--- config.mk ---
export PLATFORM = sky130hd
export DESIGN_NAME = led_pattern_sequencer
export DESIGN_NICKNAME = d
export VERILOG_FILES = /design/src/rtl/led_pattern_sequencer.sv
export SDC_FILE = /design/constraint.sdc
export NUM_CORES = 1
export LEC_CHECK = 0
export BUFFER_PORTS_ARGS = -buffer_cell sky130_fd_sc_hd__buf_2
export CAP_MARGIN = 20
export CORE_MARGIN = 3
export CORE_UTILIZATION = 30
export DETAILED_ROUTE_END_ITERATION = 10
export PLACE_DENSITY = 0.42
export SYNTH_ARGS = -nofsm -noshare
export SYNTH_HDL_FRONTEND = slang
export SYNTH_SLANG_ARGS = --single-unit
--- constraint.sdc ---
create_clock -name CLK -period 5.93 [get_ports CLK]
set_input_delay 0.8895 -clock CLK [delete_from_list [all_inputs] [get_ports CLK]]
set_output_delay 0.8895 -clock CLK [all_outputs]
set_load 0.03 [all_outputs]
--- src/rtl/led_pattern_sequencer.sv ---
// LED pattern engine: chase, bounce, fill and blink sequences advanced by a clock
// divider or a manual step pulse, with a per-pin polarity mask on the output bus.
module led_pattern_sequencer #(
    parameter int                  NUM_LEDS        = 10,
    parameter int                  STEP_DIV        = 3000000,
    parameter logic [NUM_LEDS-1:0] ACTIVE_LOW_MASK = {NUM_LEDS{1'b0}},
    parameter int                  BLANK_STEP      = 1
) (
    input  logic                              CLK,
    input  logic                              RST_N,
    input  logic [1:0]                        mode,
    input  logic                              dir,
    input  logic                              run,
    input  logic                              step,
    output logic [NUM_LEDS-1:0]               led,
    output logic [$clog2(NUM_LEDS+1)-1:0]     pos,
    output logic                              wrap
);

    localparam int POS_W = $clog2(NUM_LEDS + 1);
    localparam int DIV_W = $clog2(STEP_DIV);

    localparam logic [1:0] MODE_CHASE  = 2'd0;
    localparam logic [1:0] MODE_BOUNCE = 2'd1;
    localparam logic [1:0] MODE_FILL   = 2'd2;
    localparam logic [1:0] MODE_BLINK  = 2'd3;

    localparam logic [DIV_W-1:0] DIV_LAST    = DIV_W'(STEP_DIV - 1);
    localparam logic [POS_W-1:0] CHASE_LAST  = POS_W'(NUM_LEDS + BLANK_STEP - 1);
    localparam logic [POS_W-1:0] BOUNCE_LAST = POS_W'(NUM_LEDS - 1);
    localparam logic [POS_W-1:0] FILL_LAST   = POS_W'(NUM_LEDS);
    localparam logic [POS_W-1:0] POS_ONE     = POS_W'(1);

    logic [DIV_W-1:0]    div_reg, div_next;
    logic [POS_W-1:0]    pos_reg, pos_next;
    logic                up_reg, up_next;
    logic                wrap_reg, wrap_next;
    logic [1:0]          mode_q_reg;
    logic                restart_reg;
    logic [NUM_LEDS-1:0] led_reg, pattern_next;
    logic [NUM_LEDS-1:0] onehot_pat, fill_pat;
    logic                restart, advance;

    // A mode change acts in the same cycle it is seen, so the new start step
    // is visible one clock later, exactly like a reset release.
    assign restart = restart_reg | (mode != mode_q_reg);
    assign advance = run ? (div_reg == DIV_LAST) : step;

    always_ff @(posedge CLK or negedge RST_N) begin
        if (!RST_N) begin
            div_reg     <= '0;
            pos_reg     <= '0;
            up_reg      <= 1'b1;
            wrap_reg    <= 1'b0;
            mode_q_reg  <= MODE_CHASE;
            restart_reg <= 1'b1;
            led_reg     <= ACTIVE_LOW_MASK;
        end else begin
            div_reg     <= div_next;
            pos_reg     <= pos_next;
            up_reg      <= up_next;
            wrap_reg    <= wrap_next;
            mode_q_reg  <= mode;
            restart_reg <= 1'b0;
            led_reg     <= pattern_next ^ ACTIVE_LOW_MASK;
        end
    end

    always_comb begin
        div_next  = div_reg;
        pos_next  = pos_reg;
        up_next   = up_reg;
        wrap_next = 1'b0;
        if (restart) begin
            div_next = '0;
            pos_next = '0;
            up_next  = 1'b1;
        end else begin
            if (run) begin
                div_next = (div_reg == DIV_LAST) ? '0 : div_reg + DIV_W'(1);
            end
            if (advance) begin
                case (mode)
                    MODE_CHASE: begin
                        if (!dir) begin
                            pos_next = (pos_reg == CHASE_LAST) ? '0 : pos_reg + POS_ONE;
                        end else begin
                            pos_next = (pos_reg == '0) ? CHASE_LAST : pos_reg - POS_ONE;
                        end
                    end
                    MODE_BOUNCE: begin
                        if (NUM_LEDS == 1) begin
                            pos_next = '0;
                        end else if (up_reg) begin
                            pos_next = pos_reg + POS_ONE;
                            if (pos_next == BOUNCE_LAST) up_next = 1'b0;
                        end else begin
                            pos_next = pos_reg - POS_ONE;
                            if (pos_next == '0) up_next = 1'b1;
                        end
                    end
                    MODE_FILL: begin
                        pos_next = (pos_reg == FILL_LAST) ? '0 : pos_reg + POS_ONE;
                    end
                    default: begin
                        pos_next = (pos_reg == '0) ? POS_ONE : '0;
                    end
                endcase
                wrap_next = (pos_next == '0);
            end
        end
    end

    // Pattern bits are per-pin compares, so the blank step (pos == NUM_LEDS)
    // naturally decodes to all-dark without any out-of-range shift.
    for (genvar gi = 0; gi < NUM_LEDS; gi++) begin : g_pat
        assign onehot_pat[gi] = (pos_next == POS_W'(gi));
        assign fill_pat[gi]   = (POS_W'(gi) < pos_next);
    end

    always_comb begin
        pattern_next = '0;
        case (mode)
            MODE_CHASE, MODE_BOUNCE: pattern_next = onehot_pat;
            MODE_FILL:               pattern_next = fill_pat;
            MODE_BLINK:              pattern_next = {NUM_LEDS{pos_next != '0}};
            default:                 pattern_next = '0;
        endcase
    end

    assign led  = led_reg;
    assign pos  = pos_reg;
    assign wrap = wrap_reg;

endmodule

After elaboration in Yosys (flattened, before gate mapping)
Cells that the tools add are included.
{"block": "totals", "regBits": 41, "input_bits": 7, "elab_cells": 71}
{"block": "classes", "n_reduce_logical": 11, "magnitude_cmp": 10, "n_eq_ne": 16, "n_mux": 23, "bitwise": 1, "add_sub_neg": 3}
{"op": "$mux 22", "count": 3}
{"op": "$mux 4", "count": 8}
{"op": "$pmux 10 s3", "count": 1}
{"op": "$add 22x1->22 const B", "count": 1}
{"op": "$eq 22x22->1 const B", "count": 1}
{"op": "$eq 4x3->1 const B", "count": 4}
{"op": "$eq 4x4->1 const B", "count": 4}
{"op": "$logic_not 4->1", "count": 4}
{"op": "$lt 3x4->1 const A", "count": 4}
{"op": "$pmux 4 s3", "count": 1}
{"op": "$mux 1", "count": 10}
{"op": "$eq 4x2->1 const B", "count": 2}
{"op": "$lt 1x4->1 const A", "count": 2}
{"op": "$lt 2x4->1 const A", "count": 2}
{"op": "$lt 4x4->1 const A", "count": 2}
{"op": "$reduce_bool 2->1", "count": 3}
{"op": "$add 4x1->4 const B", "count": 1}
{"op": "$eq 2x2->1 const B", "count": 2}
{"op": "$eq 4x1->1 const B", "count": 1}
{"op": "$reduce_bool 4->1", "count": 1}
{"op": "$sub 4x1->4 const B", "count": 1}
{"op": "$eq 2x1->1 const B", "count": 1}
{"op": "$logic_not 2->1", "count": 1}
{"op": "$ne 2x2->1", "count": 1}
{"op": "3 further kinds", "count": 3}

Longest topological paths before layout
Gate-level depths: netlist of run 1.
{"block": "logic_depth", "ltp_word": 10, "ltp_mapped": 11}

Worst setup path after synthesis of run 1
No wires, ideal clock.
{"block": "synth_path", "path_kind": "register to register", "from": "register pos_reg[0], in the netlist pos[0]", "to": "register led_reg[4], in the netlist led[4]", "period_less_slack_ns": 2.796, "setup_ns": 0.087, "required_ns": 5.843, "arrival_ns": 2.709, "slack_ns": 3.134, "path_stages_with_launch": 12, "cell_sequence": "dfrtp_1 inv_1 ha_1 and3b_1 o31a_1 or3b_1 a211oi_2 or2_1 buf_6 buf_12 o21ai_1 a211oi_2"}
{"block": "synth_via", "elab_chain_cells": 10, "elab_cells_between_ends": 18}
{"element": "from (decl)", "line_no": "35", "text": "logic [POS_W-1:0] pos_reg, pos_next;"}
{"element": "from (signal assigned)", "line_no": "60", "text": "pos_reg <= pos_next;"}
{"element": "$add 4x1->4 (tied with other cells)", "line_no": "86, 95, 103"}
{"element": "$mux 4, on equally long branches", "line_no": "86, 103, 88"}
{"element": "$mux 4", "line_no": "85", "text": "if (!dir) begin"}
{"element": "$pmux 4 s3 (*)", "line_no": "83", "text": "case (mode)"}
{"element": "$mux 4 (*)", "line_no": "82", "text": "if (advance) begin"}
{"element": "$mux 4 (*)", "line_no": "74", "text": "if (restart) begin"}
{"element": "$mux 4 (*)", "line_no": "82"}
{"element": "$mux 4 (*)", "line_no": "74"}
{"element": "via pos_next[2]", "line_no": "35"}
{"element": "$lt 3x4->1 (tied with other cells)", "line_no": "118", "text": "assign fill_pat[gi] = (POS_W'(gi) < pos_next);"}
{"element": "$pmux 10 s3 (*)", "line_no": "123", "text": "case (mode)"}
{"element": "via pattern_next[4]", "line_no": "40", "text": "logic [NUM_LEDS-1:0] led_reg, pattern_next;"}
{"element": "to (signal assigned)", "line_no": "65", "text": "led_reg <= pattern_next ^ ACTIVE_LOW_MASK;"}
{"element": "to (decl)", "line_no": "40"}
The timed path passes the listed nets; every way through them passes the cells marked *. The select of a mux whose other input is x is not followed.
A chain may end at the register's enable or synchronous reset.

Worst setup path after layout of run 1
{"block": "layout_path", "from": "register pos_reg[0], in the netlist pos[0]", "to": "register led_reg[8], in the netlist led[8]"}
{"block": "layout_via", "elab_chain_cells": 10, "elab_cells_between_ends": 18}
{"element": "$add 4x1->4 (tied with other cells)", "line_no": "86, 95, 103"}
{"element": "$mux 4, on equally long branches", "line_no": "86, 103, 88"}
{"element": "$mux 4", "line_no": "85"}
{"element": "$pmux 4 s3", "line_no": "83"}
{"element": "$mux 4", "line_no": "82"}
{"element": "$mux 4", "line_no": "74"}
{"element": "$mux 4 (*)", "line_no": "82"}
{"element": "$mux 4 (*)", "line_no": "74"}
{"element": "$lt 4x4->1 (tied with other cells)", "line_no": "118"}
{"element": "$pmux 10 s3 (*)", "line_no": "123"}
{"element": "via pattern_next[8]", "line_no": "40"}
Marked as above.

==> results, run 1 <==
- The number of buffers and inverters on the critical path is 1.
- Dividing the detail-routed wire length by the instance count gives 15.9 um.
- The async set or reset register ratio after synthesis is between 90% and 100%.
- The highest achievable clock rate is approximately 310 MHz.
- The floorplan step defined a die boundary enclosing between 10000 and 15000 sq um.
- The detailed router finished its first iteration with about 100 violations.
- After detailed placement, the design holds a cell count of just over 400.
- The number of rows in the core area is 33.
- Fill cells in the final layout number between 800 and 900.
- Summed over all nets, the switching power comes to 0.154 mW.
- Setup repair after global routing left no endpoint under its margin.
- Of all cell types, the one taking the most synthesized area is dfrtp_1.
- The sort of element at the end of the critical path is a flip-flop.
- The maximum resistive drop on vdd is approximately 0.087 mV.
- The clock network power share is 39.9%.
- The final-report hold violation count is 0.
- The worst-margin pin slew is 954 ps.
- Of all nets on the critical path, the largest fanout is 16.
- The core region is 8420 sq um.
- The worst setup path is launched from a flip-flop.
- The floorplan step set the die height to about 100 um.
- The area of all sequential standard cells is about 1000 sq um.
- The post-cts repair resize count is 0.
- The via count of the routed design is 2241.
- Across all setup checks in the final design, the least slack found is around 2700 ps.
- The critical path required time is around 6000 ps.
- The final cell area excluding filler cells is roughly 3000 sq um.
- Of the available clock period, the critical path in the final layout requires approximately 54%.
- The summed instance area of the synthesized netlist is about 2700 sq um.
- The largest net degree at the start of global routing is between 40 and 50.
- Traced cell by cell, the critical path runs through inv_1 -> ha_1 -> and3b_1 -> o31a_1 -> or3b_1 -> a211oi_2 -> or2_1 -> nor3_2 -> nor4b_1.
- After synthesis, the cell types taking the most area are dfrtp_1 (36%), o21ai_0 (5.0%), nand2_1 (3.4%), nor2_1 (3.1%), ha_1 (2.8%).
- The initial antenna violation count is 0.
- The number of antenna diodes in the final layout is 0.
- Setup violations remaining at the end of the flow were counted as 0.
- The average via count per standard cell is ~5.4.
- Before CTS, the worst setup slack after placement is between 2000 and 2500 ps.
- The clock tree synthesis step divided the H-tree into 2 levels.
- The worst setup path is of the reg -> reg kind.
- The internal power of the cells totals between 0.4 and 0.5 mW.
- Across the routed clock network, the largest skew measured is 15.5 ps.
- The worst hold margin is just over 500 ps.
- The number of nets in the finished design is 320.
- The estimated wirelength of the detail-placed design is around 4.4 mm.
- The clock tree from TritonCTS is yes.
- The max-cap violation count is 0.
- The sum of negative setup slack is 0 ps.
- The area of the multi-input gates is 1510 sq um.
- The count of buffers added on input and output ports is 21.
- The final period demand of the worst path is ~3200 ps.
- In this run the horizontal extent of the chip is approximately 100 um.
- The number of distinct library cells after synthesis is 65.
- The number of global-route vias before repair was between 2000 and 2500.
- The top cell type's share of synthesized area is 36.4%.
- The path type of the worst min-delay path is reg -> reg.
- The tree is rooted in a clkbuf_8.
- The synthesized design contains 0 enable-type register cells.
- The initial utilization of the core area, before any placement, comes to roughly a third.
- After global routing the overflow that remains totals 0.
- After synthesis, the most frequently instantiated cells are dfrtp_1 (39), o21ai_0 (27), nand2_1 (24).
- The number of buffers added for setup after CTS is 0.
- The aggregate routed wire length is between 6 and 7 mm.
- The boundary pin count is 22.
- The clock passes through at most 2 buffers.
- The register with the most flip-flops in the layout has 22 of them.
- The post-CTS clock slew at the launch and capture registers of the worst setup and hold paths is 80 ps.
- The detail route stage leaves a number of antenna-violating nets equal to 0.
- The global-route wire length before repair is ~11 mm.
- The flow ran to the end, and the final reports show no timing, DRC or antenna violations.
- The number of max-slew violations in the final report is 0.
- The growth of design area from synthesis to finish is 9.63%.
- Cells with a size suffix above 1 make up 14.9% of the layout.
- For this design the static power due to leakage is ~1.3 nW.
- The count of TritonRoute iterations in the first routing pass is 4.
- In this run, synthesis produced a sequential element count of 41.
- The total global-route track usage is between 10% and 20%.
- The routability congestion estimate from global placement is 0.772.
- The Yosys step of the flow raised 0 warnings.
- For this run, design rule violations remaining after detail routing come to 0.
- In the synthesized netlist the dominant register cell turns out to be dfrtp_1.
- Of the synthesized area, sequential elements account for just under 40%.
- In this design, the stage delay of the slowest critical-path cell is roughly 490 ps.
- The portion of total power attributed to combinational logic is between 10% and 20%.
- The number of cells in the finished layout apart from fillers is a little over 400.
- The areal power density over the cells is 199 nW/um^2.
- The clock drives 41 sinks.
- The kind of cell adding the most delay to the critical path is simple AND/OR/NAND/NOR gates.
- The placed instances occupy a cell area of 2810 sq um.
- The clock latency on the worst-skew pair is around 300 ps.
- The number of nets in the synthesized netlist is around 300.
- At the worst endpoint, the arrival time is roughly 3400 ps.
- Synthesis handed over a netlist of around 300 instances.
- In this run switching power makes up between 20% and 30% of total power.
- The proportion of power drawn by flip-flops and latches is about half.
- The standard cell with the maximum stage delay on the critical path is dfrtp_1.
- The CTS buffer count is 5.
- By instance count, the leading cell after synthesis is dfrtp_1.
- For this design, the CTS-stage hold fixing added 0 buffers.
- The worst slew slack as a fraction of its limit is approximately 36%.
- The average size of a mapped cell is 9.05 sq um.
==> worst paths after layout <==
path	startpoint	end	slack (ps)	depth (start not counted)
setup / recovery	pos[0]	led[8]	2730	9
setup reg to reg	pos[0]	led[8]	2730	9
min in group asynchronous	RST_N	div_reg[19]	730	1
max in group asynchronous	RST_N	mode_q_reg[1]	4600	1
hold / removal	div_reg[3]	div_reg[3]	510	1
hold reg to reg	div_reg[3]	div_reg[3]	510	1
==> worst reg2reg max path: stages (launching register included) <==
cell	delay, ps
dfrtp_1	490
inv_1	190
ha_1	280
and3b_1	210
o31a_1	310
or3b_1	370
a211oi_2	290
or2_1	490
nor3_2	150
nor4b_1	310
==> layout by cell type (no fill, tap or decap), drive strengths merged, types with 3 or more instances in the layout <==
cell type  count
o21ai         33
nor3           7
clkbuf         5
o211a          3
o31ai          7
nand2b         5
xor2           6
a21oi          5
ha             6
nor2b          6
xnor2          6
nand3b         6
nor4b          4
a211oi         5
nand4          9
dfrtp         39
and2           5
and3           7
buf           23
o211ai         5
inv            9
nand2         24
nor2          22
nand3         13
a211o          3
o31a           4
==> routing by layer <==
metal / vias up / global-route usage, % / part of all wire [%]
li1: 1110 / - / -
met1: 1098 / 20.9 / 54
met2: 29 / 20.3 / 43
met3: 4 / 2.21 / 1.8
met4: 0 / 3.94 / 0.82
met5: - / 0 / 0
==> final cells by class <==
type | instances | area share, %
sequential | 41 | 35.0
multi-input combinational | 228 | 51.3
timing repair buffer | 23 | 4.35
inverter | 8 | 1.02
tap | 105 | 4.48
clock buffer | 5 | 2.34
clock inverter | 3 | 1.49
==> stage by stage <==
stage | total power, mW | utilization, %
final | 0.584 | 34.8
after floorplan | 0.336 | -
after global routing | 0.616 | 34.8
after global placement | 0.357 | 33.3
after detailed placement | 0.356 | 33.3
after CTS | 0.598 | 34.7
==> power groups by stage <==
stage | Clock, mW | Sequential [mW] | Combinational (mW)
6_report | 0.233 | 0.287 | 0.0636
3_3_place_gp | 0 | 0.293 | 0.0640
4_1_cts | 0.247 | 0.287 | 0.0637
5_1_grt | 0.258 | 0.288 | 0.0708
3_5_place_dp | 0 | 0.292 | 0.0634
2_1_floorplan | 0 | 0.299 | 0.0368
==> cell families after synthesis <==
kind of cell    count (synthesis)  share of synthesized area, %
buf+inv                        27                          5.37
xor+xnor                       12                          3.93
compound gates                 83                          22.4
mux                             1                         0.374
fa+ha+maj                       6                          2.80
flops                          41                          38.4
simple gates                  125                          26.6
other cells                     1                         0.140
Note: power is estimated with default switching activity, not from simulation.
==> run 2: changes to the inputs <==
--- a/config.mk
+++ b/config.mk
@@ -5,6 +5,7 @@
 export SDC_FILE = /design/constraint.sdc
 export NUM_CORES = 1
 export LEC_CHECK = 0
+export ABC_AREA = 1
 export BUFFER_PORTS_ARGS = -buffer_cell sky130_fd_sc_hd__buf_2
 export CAP_MARGIN = 20
 export CORE_MARGIN = 3
==> constraint.sdc (replaced) <==
create_clock -name CLK -period 3.3 [get_ports CLK]
set_input_delay 0.495 -clock CLK [delete_from_list [all_inputs] [get_ports CLK]]
set_output_delay 0.495 -clock CLK [all_outputs]
set_load 0.03 [all_outputs]
==> results, run 2 <==
- The initial antenna violation count is 0 (unchanged).
- The final period demand of the worst path came to 2390 ps (-816 ps).
- The count of TritonRoute iterations in the first routing pass is 4 (unchanged).
- The via count of the routed design is 2397 (+7.0%).
- The number of failing setup endpoints in the final timing report was 0 (unchanged).
- The top cell types in the final layout, fill and taps aside, are nand2_1 (66), nand3_1 (46), inv_1 (40).
- The average size of a mapped cell was 7.57 sq um (-16%).
- The aggregate routed wire length came to 6.94 mm (+5.5%).
- The endpoint arrival time on the critical path is 2560 ps (-830 ps).
- The number of max-slew violations in the final report is 0 (unchanged).
- The sum of negative setup slack was 0 ps (unchanged).
- The maximum root-to-sink buffer count is 2 (unchanged).
- The max-cap violation count is 0 (unchanged).
- The growth of design area from synthesis to finish is 14.2%.
- The total die area is 10000 sq um (-0.75%).
- The clock sink count came to 41 (unchanged).
- The summed instance area of the synthesized netlist is 2660 sq um (-0.79%).
- The flip-flop count of the largest register after layout is 22 (unchanged).
- The estimated wirelength of the detail-placed design is 5.06 mm (+16%).
- The total global-route track usage is 14.8% (+0.96 points).
- The largest net degree at the start of global routing came to 42 (unchanged).
- The remaining design rule violation count is 0 (unchanged).
- The top cell type's share of synthesized area is 36.7% (+0.29 points).
- The number of antenna repair diodes is 0 (unchanged).
- The average via count per standard cell is 4.96 (-8.5%).
- The final-layout fill cell count came to 927 (+6.6%).
- The number of nets in the finished design was 390 (+22%).
- The number of rows in the core area is 33 (unchanged).
- The maximum fanout along the worst path was 9 (-7).
- After synthesis, the cell types taking the most area are dfrtp_1 (37%), nand2_1 (9.3%), nand3_1 (8.7%), inv_1 (5.7%), nor2_1 (4.5%).
- The top cell type by total area after synthesis is dfrtp_1.
- The flow ran to the end, and the final reports show no timing, DRC or antenna violations.
- The final clock skew is 7.52 ps (-8.03 ps).
- The residual overflow from global routing was 0 (unchanged).
- The standard cell core area is 8420 sq um (unchanged).
- The final design utilization is 36.0% (+1.2 points).
- The ratio of final minimum period to clock period is 72.4% (+18 points).
- The number of levels the H-tree was split into is 2 (unchanged).
- The critical path required time is 3470 ps (-2640 ps).
- The areal power density over the cells was 388 nW/um^2 (+95%).
- The boundary pin count came to 22 (unchanged).
- The sequential-to-total area share from yosys stat is 38.7% (+0.31 points).
- The leakage power total is 1.39 nW (+10%).
- The clock tree from TritonCTS is yes.
- The number of antenna-violating nets in the routed design is 0 (unchanged).
- In this run the worst hold path is classified as in -> async.
- STA classifies the critical path endpoint as a flip-flop.
- The flop and latch count out of synthesis is 41 (unchanged).
- The number of flops mapped to enable cells by yosys came to 0 (unchanged).
- Sorting the synthesized cells by how often they occur yields nand2_1 (66), nand3_1 (46), inv_1 (40).
- The global-route wire length before repair is 11.8 mm (+5.1%).
- The number of global-route vias before repair is 2487 (+14%).
- The per-cell routed wire length came to 14.4 um (-9.8%).
- The die width is 100 um (-0.38%).
- The cell chosen for the clock root is clkbuf_8.
- The number of buffers added for setup after CTS is 0 (unchanged).
- The final-report hold violation count is 0 (unchanged).
- The number of buffers added to fix hold violations after cts is 0 (unchanged).
- The leading cell type in the layout, fill and taps excluded is nand2_1.
- The maximum resistive drop on vdd was 0.127 mV (+46%).
- The CTS buffer count is 5 (unchanged).
- Setup repair after global routing left no endpoint under its margin.
- The number of distinct library cells after synthesis is 40 (-38%).
- The post-CTS clock slew at the launch and capture registers of the worst setup and hold paths came to 90 ps (about the same).
- The post-cts repair resize count was 0 (unchanged).
- The initial core utilization is 31.5% (-0.25 points).
- The routability congestion estimate from global placement came to 0.879 (+14%).
- The number of design-rule violations left by the first detailed-router iteration was 73 (-29%).
- The share of layout cells above drive strength 1 came to 19.0% (+4.1 points).
- The gate count of the mapped netlist is 351 (+19%).
- Among all cell types in the netlist, the one instantiated most often is nand2_1.
- The clock latency on the worst-skew pair is 300 ps (about the same).
- The flip-flop cell with the highest count after synthesis is dfrtp_1.
- The highest achievable clock rate is 419 MHz (+34%).
- The element type at the critical path start is a flip-flop.
- The number of nets in the synthesized netlist is 364 (+18%).
- The count of buffers inserted at the top-level ports came to 21 (unchanged).
- The Yosys warning count came to 0 (unchanged).
- The critical path is of the reg -> reg type.
- The height of the die is 100 um (-0.38%).
- The async set or reset register ratio after synthesis came to 100% (unchanged).
==> run 2: cell types whose count changed after synthesis, sizes merged, moves of 7 or more <==
cell	delta
clkbuf	-11
and3	-7
nand2	+53
nor2	+17
a21oi	+11
nand3	+39
inv	+40
o22ai	+7
o21ai	-13
==> run 2: layout make-up <==
type                            count  area (sq um)  area share [%]
Clock buffer                        5          68.8            2.27
Clock inverter                      3          68.8            2.27
Multi-Input combinational cell    258          1430            47.0
Sequential cell                    41          1030            33.9
Inverter                           49           185            6.10
Tap cell                          105           131            4.33
Timing Repair Buffer               22           125            4.12
==> run 2: report_power, final <==
| part | internal [mW] | switching, mW |
|---|---|---|
| logic | 0.0391 | 0.106 |
| clock network | 0.305 | 0.206 |
| registers | 0.515 | 0.00690 |
==> run 2: worst paths after layout <==
check	from	endpoint	slack [ps]	cells after the start
worst max-delay path	pos[0]	led[5]	910	11
worst min-delay path	RST_N	div_reg[9]	140	1
worst max register to register	pos[0]	led[5]	910	11
worst min register to register	div_reg[0]	div_reg[0]	540	1
max in group asynchronous	RST_N	up_reg	2580	2
min in group CLK	mode[0]	mode_q_reg[0]	390	1
==> run 2: routing by layer <==
metal / vias up / part of all wire (%) / global-route usage (%)
li1: 1220 / - / -
met3: 11 / 2.6 / 2.36
met1: 1129 / 46 / 19.0
met2: 37 / 50 / 25.1
met5: - / 0 / 0
met4: 0 / 2.0 / 5.60
==> run 2: metrics by stage <==
stage | std cells | hold WS, ps | power, mW | worst slack [ps] | instance area, sq um
floorplan | 351 | 199 | 0.625 | 1110 | 2660
global placement | 474 | 515 | 0.676 | 900 | 2880
detailed placement | 474 | 522 | 0.675 | 910 | 2880
CTS | 482 | 373 | 1.19 | 904 | 3010
global route | 483 | 178 | 1.23 | 683 | 3030
finish | 483 | 141 | 1.18 | 912 | 3030
==> run 2: critical path, stage by stage, from the launching register on <==
cell and delay, ps:
dfrtp_1 480, inv_1 240, ha_1 250, nand3_1 220, nand4_1 180, nand2_1 60, nor2_1 100, nand2_1 80
nand3_2 140, nand2_2 120, o21bai_4 260, nand3_1 130
==> run 2: kinds of logic after synthesis <==
logic type / after synthesis / synth area share (%)
flops: 41 / 38.7
compound gates: 52 / 11.9
xor+xnor: 8 / 2.64
simple gates: 191 / 36.2
other cells: 1 / 0.141
fa+ha+maj: 6 / 2.83
buf+inv: 52 / 7.58
==> run 3: changes to the inputs <==
==> constraint.sdc (replaced) <==
create_clock -name CLK -period 2.5 [get_ports CLK]
set_input_delay 0.375 -clock CLK [delete_from_list [all_inputs] [get_ports CLK]]
set_output_delay 0.375 -clock CLK [all_outputs]
set_load 0.03 [all_outputs]
==> results, run 3 (synthesis results as in run 2) <==
- The worst setup path is launched from a flip-flop.
- The ratio of final minimum period to clock period is 89.8% (+17 points).
- The share of layout cells above drive strength 1 is 19.4% (+0.37 points).
- The area of the multi-input gates is 1430 sq um (unchanged).
- The number of buffers added to fix hold violations after cts came to 1 (+1).
- The number of antenna-violating nets in the routed design came to 0 (unchanged).
- The maximum fanout along the worst path came to 9 (unchanged).
- The aggregate routed wire length was 6.73 mm (-3.0%).
- The number of levels the H-tree was split into is 2 (unchanged).
- The die width came to 100 um (unchanged).
- The number of max-slew violations in the final report came to 0 (unchanged).
- The path type of the worst min-delay path is in -> reg.
- The standard cell with the maximum stage delay on the critical path is dfrtp_1.
- The height of the die came to 100 um (unchanged).
- Setup repair after global routing left no endpoint under its margin.
- The post-CTS clock slew at the launch and capture registers of the worst setup and hold paths is 90 ps (about the same).
- The sum of negative setup slack came to 0 ps (unchanged).
- The signal on the critical path passes through inv_1 -> ha_1 -> xnor2_1 -> nand2_1 -> nand2_1 -> inv_1 -> nand2_1 -> inv_2 -> nand3_1 -> nand3_4 -> nand2_2 -> o21bai_4 -> nand3_1.
- The final-layout fill cell count was 902 (-2.7%).
- The leakage power total is 1.37 nW (-1.7%).
- The CTS buffer count came to 5 (unchanged).
- The area of all sequential standard cells is 1030 sq um (unchanged).
- The final clock skew is 7.81 ps (+0.291 ps).
- The maximum resistive drop on vdd was 0.197 mV (+55%).
- The placed cell area is 2900 sq um (+0.78%).
- The number of design-rule violations left by the first detailed-router iteration is 66 (-9.6%).
- The number of nets in the finished design was 393 (+0.77%).
- The estimated wirelength of the detail-placed design is 5.03 mm (-0.47%).
- The final period demand of the worst path came to 2250 ps (-143 ps).
- The initial antenna violation count is 0 (unchanged).
- The via count of the routed design came to 2409 (+0.50%).
- The standard cell core area is 8420 sq um (unchanged).
- The number of buffers added for setup after CTS is 0 (unchanged).
- The flip-flop count of the largest register after layout is 22 (unchanged).
- The maximum root-to-sink buffer count is 2 (unchanged).
- The largest net degree at the start of global routing came to 30 (-29%).
- The routability congestion estimate from global placement is 0.830 (-5.6%).
- The final-report hold violation count is 0 (unchanged).
- The areal power density over the cells is 442 nW/um^2 (+14%).
- The endpoint arrival time on the critical path came to 2420 ps (-140 ps).
- The count of buffers inserted at the top-level ports is 21 (unchanged).
- The cell chosen for the clock root is clkbuf_8.
- The highest achievable clock rate is 445 MHz (+6.4%).
- The sort of element at the end of the critical path is a flip-flop.
- In the layout the commonest cells are nand2_1 (66), nand3_1 (46), inv_1 (40).
- The count of TritonRoute iterations in the first routing pass is 4 (unchanged).
- The residual overflow from global routing is 0 (unchanged).
- The total power of the final layout is 1.33 mW (+13%).
- The total die area was 10000 sq um (unchanged).
- The clock latency on the worst-skew pair is 290 ps (about the same).
- The library cell appearing most often on the critical path is nand2_1.
- Leaving out fill and tap cells, the most frequent cell in the layout is nand2_1.
- The total global-route track usage was 14.4% (-0.41 points).
- The average via count per standard cell was 4.96 (-0.12%).
- The initial core utilization is 31.5% (unchanged).
- The clock sink count was 41 (unchanged).
- The remaining design rule violation count is 0 (unchanged).
- The clock tree from TritonCTS is yes.
- The start-to-end type of the worst setup path is reg -> reg.
- The worst stage delay on the critical path came to 440 ps (-40 ps).
- The final cell area excluding filler cells came to 3000 sq um (-1.1%).
- Compared with the post-synthesis result, the final layout area differs by 13.0%.
- The number of antenna repair diodes is 0 (unchanged).
- The boundary pin count is 22 (unchanged).
- The number of rows in the core area is 33 (unchanged).
- The global-route wire length before repair was 11.5 mm (-2.6%).
- The final design utilization is 35.6% (-0.40 points).
- The number of failing setup endpoints in the final timing report is 0 (unchanged).
- The number of global-route vias before repair is 2368 (-4.8%).
- The per-cell routed wire length is 13.8 um (-3.6%).
- The max-cap violation count is 0 (unchanged).
- The critical path required time came to 2670 ps (-800 ps).
- The post-cts repair resize count is 0 (unchanged).
- The flow ran to the end, and the final reports show no timing, DRC or antenna violations.
==> run 3: final cells by class <==
| type | instances | area share, % |
|---|---|---|
| clock buffer | 5 | 2.29 |
| sequential | 41 | 34.3 |
| tap | 105 | 4.38 |
| clock inverter | 3 | 0.751 |
| multi-input combinational | 258 | 47.5 |
| inverter | 49 | 6.17 |
| timing repair buffer | 25 | 4.59 |
==> run 3: where the power goes <==
part | leakage, nW | total, mW | switching, mW | internal, mW
combinational | 0.773 | 0.191 | 0.139 | 0.0515
clock | 0.0364 | 0.449 | 0.253 | 0.196
sequential | 0.556 | 0.687 | 0.00822 | 0.679
==> run 3: routing by layer <==
metal | global-route usage (%) | part of all wire (%) | vias to the layer above
li1 | - | - | 1226
met5 | 0 | 0 | -
met4 | 4.04 | 1.5 | 0
met1 | 17.9 | 46 | 1131
met2 | 25.1 | 50 | 43
met3 | 3.20 | 2.8 | 9
==> run 3: worst paths after layout <==
path	to	cells past startpoint	slack, ps	from
setup / recovery	led[8]	13	250	pos[0]
hold / removal	mode_q_reg[0]	1	300	mode[0]
setup reg to reg	led[8]	13	250	pos[0]
hold reg to reg	div_reg[0]	1	530	div_reg[0]
max in group asynchronous	up_reg	3	1280	RST_N
min in group asynchronous	div_reg[19]	2	500	RST_N
==> run 3: critical path: cells and delay by family (launching register included) <==
kind | cells | cell delay, ps
flip-flops | 1 | 440
AND/OR/NAND/NOR | 7 | 630
AO/OA/AOI/OAI | 1 | 250
buffers and inverters | 3 | 250
XOR/XNOR | 1 | 150
adder cells (fa/ha/maj) | 1 | 400
==> run 3: through the flow <==
stage          hold slack (ps)  worst slack (ps)  std cells
2_1_floorplan             79.4               313        351
3_3_place_gp               307               302        477
3_5_place_dp               305               255        477
4_1_cts                    271               233        486
5_1_grt                    271              1.87        486
6_report                   299               255        486
